**config.mk**
```make
export PLATFORM = sky130hd
export DESIGN_NAME = seq_chunk_adder
export DESIGN_NICKNAME = d
export VERILOG_FILES = /design/src/rtl/seq_chunk_adder_pkg.sv /design/src/rtl/chunk_ripple_adder.sv /design/src/rtl/seq_chunk_adder.sv
export SDC_FILE = /design/constraint.sdc
export NUM_CORES = 1
export LEC_CHECK = 0
export CAP_MARGIN = 20
export CORE_MARGIN = 2
export CORE_UTILIZATION = 35
export CTS_CLUSTER_SIZE = 16
export DETAILED_ROUTE_END_ITERATION = 8
export SYNTH_ARGS = -nofsm -noshare
export SYNTH_HDL_FRONTEND = slang
export SYNTH_SLANG_ARGS = --single-unit
export TNS_END_PERCENT = 1
```
**constraint.sdc**
```tcl
create_clock -name clk -period 3.7 [get_ports clk]
set_input_delay 0.74 -clock clk [delete_from_list [all_inputs] [get_ports clk]]
set_output_delay 0.74 -clock clk [all_outputs]
set_load 0.1 [all_outputs]
```
**src/rtl/seq_chunk_adder_pkg.sv**
```systemverilog
// seq_chunk_adder_pkg: shared FSM state type and chunk-counter width helper
package seq_chunk_adder_pkg;
  typedef enum logic [1:0] {IDLE, RUN, DONE} state_t;
  function automatic int cnt_w(input int n);
    return (n > 1) ? $clog2(n) : 1;
  endfunction
endpackage

```
**src/rtl/chunk_ripple_adder.sv**
```systemverilog
// chunk_ripple_adder: combinational N-bit ripple adder exposing carry into its MSB
module chunk_ripple_adder #(
  parameter int N = 4
) (
  input  logic [N-1:0] a,
  input  logic [N-1:0] b,
  input  logic         ci,
  output logic [N-1:0] s,
  output logic         co,
  output logic         c_msb
);
  logic [N:0] c;
  // full-adder chain, LSB first
  always_comb begin
    c = '0;
    s = '0;
    c[0] = ci;
    for (int i = 0; i < N; i++) begin
      s[i] = a[i] ^ b[i] ^ c[i];
      c[i+1] = (a[i] & b[i]) | (c[i] & (a[i] ^ b[i]));
    end
    co = c[N];
    c_msb = c[N-1];
  end
endmodule

```
**src/rtl/seq_chunk_adder.sv**
```systemverilog
// seq_chunk_adder: multi-cycle add/sub, CHUNK bits per clock through one shared ripple stage
module seq_chunk_adder
  import seq_chunk_adder_pkg::*;
#(
  parameter int WIDTH = 32,
  parameter int CHUNK = 4
) (
  input  logic             clk,
  input  logic             rst_n,
  input  logic             in_valid,
  output logic             in_ready,
  input  logic [WIDTH-1:0] a,
  input  logic [WIDTH-1:0] b,
  input  logic             cin,
  input  logic             sub,
  output logic             out_valid,
  input  logic             out_ready,
  output logic [WIDTH-1:0] sum,
  output logic             cout,
  output logic             ovf
);
  if (WIDTH < 2 || CHUNK < 1 || CHUNK > WIDTH || (WIDTH % CHUNK) != 0) begin : g_bad_cfg
    $error("seq_chunk_adder: illegal WIDTH/CHUNK combination");
  end
  localparam int NCHUNK = WIDTH / CHUNK;
  localparam int KW = cnt_w(NCHUNK);
  localparam logic [KW-1:0] KLAST = KW'(NCHUNK - 1);
  state_t state, state_n;
  logic [KW-1:0] k;
  logic [WIDTH-1:0] a_r, b_r;
  logic carry, co, c_msb;
  logic [CHUNK-1:0] s;
  chunk_ripple_adder #(.N(CHUNK)) u_rip (
    .a(a_r[k*CHUNK +: CHUNK]),
    .b(b_r[k*CHUNK +: CHUNK]),
    .ci(carry),
    .s(s),
    .co(co),
    .c_msb(c_msb)
  );
  // state register
  always_ff @(posedge clk or negedge rst_n)
    if (!rst_n) state <= IDLE;
    else state <= state_n;
  // next state and handshake outputs
  always_comb begin
    state_n = (state == IDLE && in_valid) ? RUN :
              (state == RUN && k == KLAST) ? DONE :
              (state == DONE && out_ready) ? IDLE : state;
    in_ready = state == IDLE;
    out_valid = state == DONE;
  end
  // operand capture and chunk-by-chunk accumulation; subtract folds into ~b with carry-in flipped
  always_ff @(posedge clk or negedge rst_n)
    if (!rst_n) begin
      a_r <= '0;
      b_r <= '0;
      carry <= 1'b0;
      k <= '0;
      sum <= '0;
      cout <= 1'b0;
      ovf <= 1'b0;
    end else if (state == IDLE && in_valid) begin
      a_r <= a;
      b_r <= sub ? ~b : b;
      carry <= cin ^ sub;
      k <= '0;
    end else if (state == RUN) begin
      sum[k*CHUNK +: CHUNK] <= s;
      carry <= co;
      if (k == KLAST) begin
        cout <= co;
        ovf <= co ^ c_msb;
      end else k <= k + KW'(1);
    end
endmodule

```
# Yosys cells after proc, flatten, opt, wreduce, memory -nomap -nowiden
# Cells that the tools add are included.
# word_totals
reg_bits	104
inputBits	70
output_inout_bits	36
elab_cells	61
# op_classes
n_addsub	2
eq_ne	4
shift	4
n_mux	10
n_bitwise	24
reduce_logical	9
# op_table
op	count
indexed part select 32 x 6 -> 4 bit	2
negator 5 -> 34 bit	1
variable shift 4 x 34 -> 32 bit (first input constant)	1
indexed part select 4 x 34 -> 32 bit	1
bitwise mux 32 bit	1
two-way mux 32 bit	1
inverter 32 bit	1
bitwise XOR 1 bit	10
two-way mux 3 bit	3
AND 1 bit	8
two-way mux 2 bit	3
bitwise OR 1 bit	4
AND reduction 2 bit	2
adder 3 x 1 -> 3 bit (second input constant)	1
== test 3 bit (second input constant)	1
logical AND 1 bit	3
AND reduction 3 bit	1
nonzero test 3 bit	1
== test 2 x 1 -> 1 bit (second input constant)	1
== test 2 bit (second input constant)	1
zero test 2 bit	1
two-way mux 1 bit	2
!= test 2 x 1 -> 1 bit (second input constant)	1
nonzero test 2 bit	1
inverter 1 bit	1

# Longest topological paths before layout
# logic_depth
word_depth	12
ltp_mapped	13
ltp_nobuf	11

# Hierarchy
# From an unflattened synthesis, not the netlist that was laid out.
# hier_totals
hier_cells	399
area_unflattened_um2	5007.3
# by_module_without_submodules
mod	n_inst	cells_per_inst	area_each_um2
seq_chunk_adder	1	387	4897.2
chunk_ripple_adder	1	12	110.1

# Least setup slack after synthesis
# No wires, ideal clock.
# synth_timing
kind	register -> register
start	register k[0]
end	register sum[15]
setup_time_ns	0.125
arrival_ns	3.250
slack_ns	0.325
path_stages_with_launch	14
n_path_buf	2
path_cell_list	dfrtp_1 buf_6 buf_6 mux4_2 mux2i_1 fa_1 inv_1 fa_1 inv_1 fa_1 inv_1 fa_1 nor3b_2 mux2_2
# synth_via
elab_chain_cells	11
elab_cells_between_ends	23
cone_classes	1 x add/sub; 4 x shift; 1 x mux; 17 x bitwise
# synth_lines
item	line_no	text
from (decl)	seq_chunk_adder.sv:29	logic [KW-1:0] k;
from (signal assigned)	seq_chunk_adder.sv:74	end else k <= k + KW'(1);
indexed part select 32 x 6 -> 4 bit, on equally long branches	seq_chunk_adder.sv:34, seq_chunk_adder.sv:35	
bitwise XOR 1 bit	chunk_ripple_adder.sv:19, chunk_ripple_adder.sv:20	
AND 1 bit	chunk_ripple_adder.sv:20	c[i+1] = (a[i] & b[i]) | (c[i] & (a[i] ^ b[i]));
bitwise OR 1 bit	chunk_ripple_adder.sv:20	
AND 1 bit	chunk_ripple_adder.sv:20	
bitwise OR 1 bit	chunk_ripple_adder.sv:20	
AND 1 bit	chunk_ripple_adder.sv:20	
bitwise OR 1 bit	chunk_ripple_adder.sv:20	
bitwise XOR 1 bit	chunk_ripple_adder.sv:19	s[i] = a[i] ^ b[i] ^ c[i];
indexed part select 4 x 34 -> 32 bit	seq_chunk_adder.sv:69	sum[k*CHUNK +: CHUNK] <= s;
bitwise mux 32 bit *	seq_chunk_adder.sv:69	
to (signal, indexed assignment)	seq_chunk_adder.sv:69	
to (decl)	seq_chunk_adder.sv:18	output logic [WIDTH-1:0] sum,
# Every way passes the cells marked *; elsewhere a longest branch is shown, timed or not.
# A chain may end at the register's enable or synchronous reset.

# Worst setup path after layout
# Ends and elaborated chain as after synthesis.

==> impl_metrics.toml <==
[clock_tree]
clock_path_buffers = 2
ctsRootBufferMaster = "clkbuf_16"
cts_hold_buf = 0
clock_sinks = 104
cts_resized = 0
cts_tree = "yes"
cts-buffers-inserted = 9
postCtsSetupRepairBufs = 0
path_clk_slew_ns = 0.07
htree_levels = 3
insertion_delay_ns = 0.34

[critical_path]
r2r_cells = 11
worstSetupStartpointType = "register"
critPathSlowestCell = "mux4_2"
path_max_fanout = 8
crit_start = "k[0]"
crit_type = "reg2reg"
crit_chain = "mux4_2 -> mux2i_1 -> fa_1 -> inv_1 -> fa_1 -> inv_1 -> fa_1 -> inv_1 -> fa_1 -> nor3b_2 -> mux2_2"
regToRegStartpoint = "k[0]"
rrSetupSlack_ns = 0.29
r2r_end = "sum[15]"
cp.required_ns = 3.93
max_stage_delay_ns = 0.54
worstPathArrival_ns = 3.63
crit_family = "adder cells"
timing.critical_path.to_type = "register"
path_buf_inv = 3
path_common_cell = "fa_1"

[final_layout]
fin_area_um2 = 6540
final_common_cell = "dfrtp_1"
diodes = 0
register_area_um2 = 2600
multi_input_area_um2 = 2250
instances_no_fill = 678
syn_to_final_growth_pct = 28.7
n_fill_cell = 1319
final_cell_mix = "dfrtp_1, clkdlybuf4s50_1, mux2_2, nor2_1, a21oi_1"
nets = 567
drive_gt1_share_pct = 22.9

[hold_path]
hp-class = "in2async"

[sta]
max_freq_ghz = 0.294
finalCritPeriodShare_pct = 92.0
finalHoldViolations = 0
rsz0062_at_grt = "false"
worstMarginPinSlew_ns = 0.981
slew_headroom_pct = 34.4
drv_slew = 0
finalSetupTns_ns = 0
finalCriticalPeriod_ns = 3.41
setup_violations = 0
fin_worst_skew_ns = 0.00637
setup_slack_ns = 0.295

[placement]
dp.cells = 662
pre_cts_ws_ns = 0.270
place.port_buffers = 105
dp_hpwl_um = 8080
gp_congestion = 0.804
postPlaceCellArea_um2 = 6240

[grt]
grt_max_degree = 100
grt.total_usage_pct = 14.6
antenna_found_initial = 0
busiest_layer = "met2"
grt_use_met3_pct = 3.39
grt_use_met1_pct = 20.2
grt_pass1_vias = 3331
grt-ovfl-total = 0
use_met2_pct = 23.2
grt_pass1_wl_um = 17900

[yosys]
synth_area_per_cell_um2 = 13.0
syn_area_um2 = 5080
syn_nets = 469
seq_area_frac_synth_pct = 51.2
synth-edff-count = 0
async_flop_share_pct = 100
yosys.area.top_type = "dfrtp_1"
yosysTopAreaCellShare_pct = 51.2
synth_cell_type_count = 36
ys.flop_type = "dfrtp_1"
ys_warn_count = 0
synth_area_leaders = "dfrtp_1, mux2_2, mux4_2"
syn_inst = 391
ys_ff_latch = 104

[pwr]
power-per-cell-area_nw_per_um2 = 1000
p_comb_share_pct = 55.2
power_frac_clock_pct = 14.5
power.net_switching_mw = 2.96
power_mw = 6.57
p_int_mw = 3.61
p_leak_nw = 2.73
swShare_pct = 45.1
ir_drop_v = 0.000551
p_seq_share_pct = 30.3

[floorplan]
num_rows = 44
die_area_um2 = 15500
io_pins = 106
initial_core_util_pct = 35.4
die_w_um = 125
die_h_um = 125
core_area_um2 = 14400

[detailed_routing]
drc = 0
routed_wl_um = 10900
first_iter_violations = 139
vias = 3301
dr.pass1.iters = 5
vias_per_cell = 4.87
final_antenna_net_count = 0
wl_per_cell_um = 16.0

[run_status]
outcome = "complete, no violations"

[job]
maxCapViolCount = 0
[stage by stage]
| step | util (%) | hold WS, ns |
|---|---|---|
| final | 45.5 | 0.309 |
| after detailed placement | 43.4 | 0.495 |
| after global placement | 43.4 | 0.487 |
| after CTS | 45.5 | 0.313 |
| after floorplan | - | 0.444 |
| after global routing | 45.5 | 0.331 |
[cells in the mapped netlist, types with 3 or more instances]
library cell,number
nor2b_1,4
mux4_2,16
o21ai_0,4
nor3_1,4
nor2_1,38
xnor2_1,32
ha_1,4
a21oi_1,34
nor3b_1,3
buf_6,10
buf_2,11
mux2i_1,10
fa_1,4
mux2_4,4
dfrtp_1,104
mux2_2,57
inv_1,12
nand2_1,16
[routing by layer]
layer / share of wire (%) / routed length [um] / up-vias
met4: 1.1 / 122 / 0
li1: - / - / 1561
met3: 4.8 / 525 / 11
met2: 48 / 5180 / 98
met1: 46 / 5030 / 1631
met5: 0 / 0 / -
[final cells by class]
| class | instances | area share (%) |
|---|---|---|
| tap | 184 | 3.52 |
| sequential | 104 | 39.8 |
| clock inverter | 4 | 0.822 |
| timing repair buffer | 111 | 16.9 |
| inverter | 13 | 0.746 |
| clock buffer | 12 | 3.77 |
| multi-input combinational | 250 | 34.4 |
[cell families (layout without fill, tap and decap cells)]
| group | after synthesis | in the layout | share of synthesized area, % |
|---|---|---|---|
| DFF | 104 | 104 | 51.2 |
| muxes | 87 | 87 | 22.9 |
| and+or+nand+nor | 81 | 81 | 8.81 |
| AOI/OAI and AO/OA | 40 | 40 | 4.09 |
| buffers and inverters | 37 | 140 | 4.63 |
| xor gates and xnor gates | 34 | 34 | 5.86 |
| adders and majority gates | 8 | 8 | 2.56 |
[worst max path at each step]
| stage | endpoint | slack (ns) | depth (start not counted) |
|---|---|---|---|
| 3_3_place_gp | sum[15] | 0.35 | 11 |
| 4_1_cts | sum[15] | 0.25 | 11 |
| 3_5_place_dp | sum[15] | 0.27 | 11 |
| 5_1_grt | sum[15] | 0.03 | 11 |
| 6_report | sum[15] | 0.29 | 11 |
| 2_1_floorplan | sum[15] | 0.32 | 13 |
[power by group through the flow]
| stage | clock network (mW) | logic (mW) | registers (mW) |
|---|---|---|---|
| after floorplan | 0 | 1.91 | 2.81 |
| after global placement | 0 | 3.61 | 2.00 |
| after detailed placement | 0 | 3.65 | 2.03 |
| after CTS | 0.985 | 3.66 | 2.01 |
| after global routing | 1.02 | 3.91 | 2.07 |
| final | 0.951 | 3.62 | 1.99 |
[flip-flops by register name (all words and copies together), names as in the netlist]
name / flops
k: 3
carry: 1
state: 2
a_r: 32
ovf: 1
cout: 1
sum: 32
b_r: 32
Note: power is estimated with default switching activity, not from simulation.
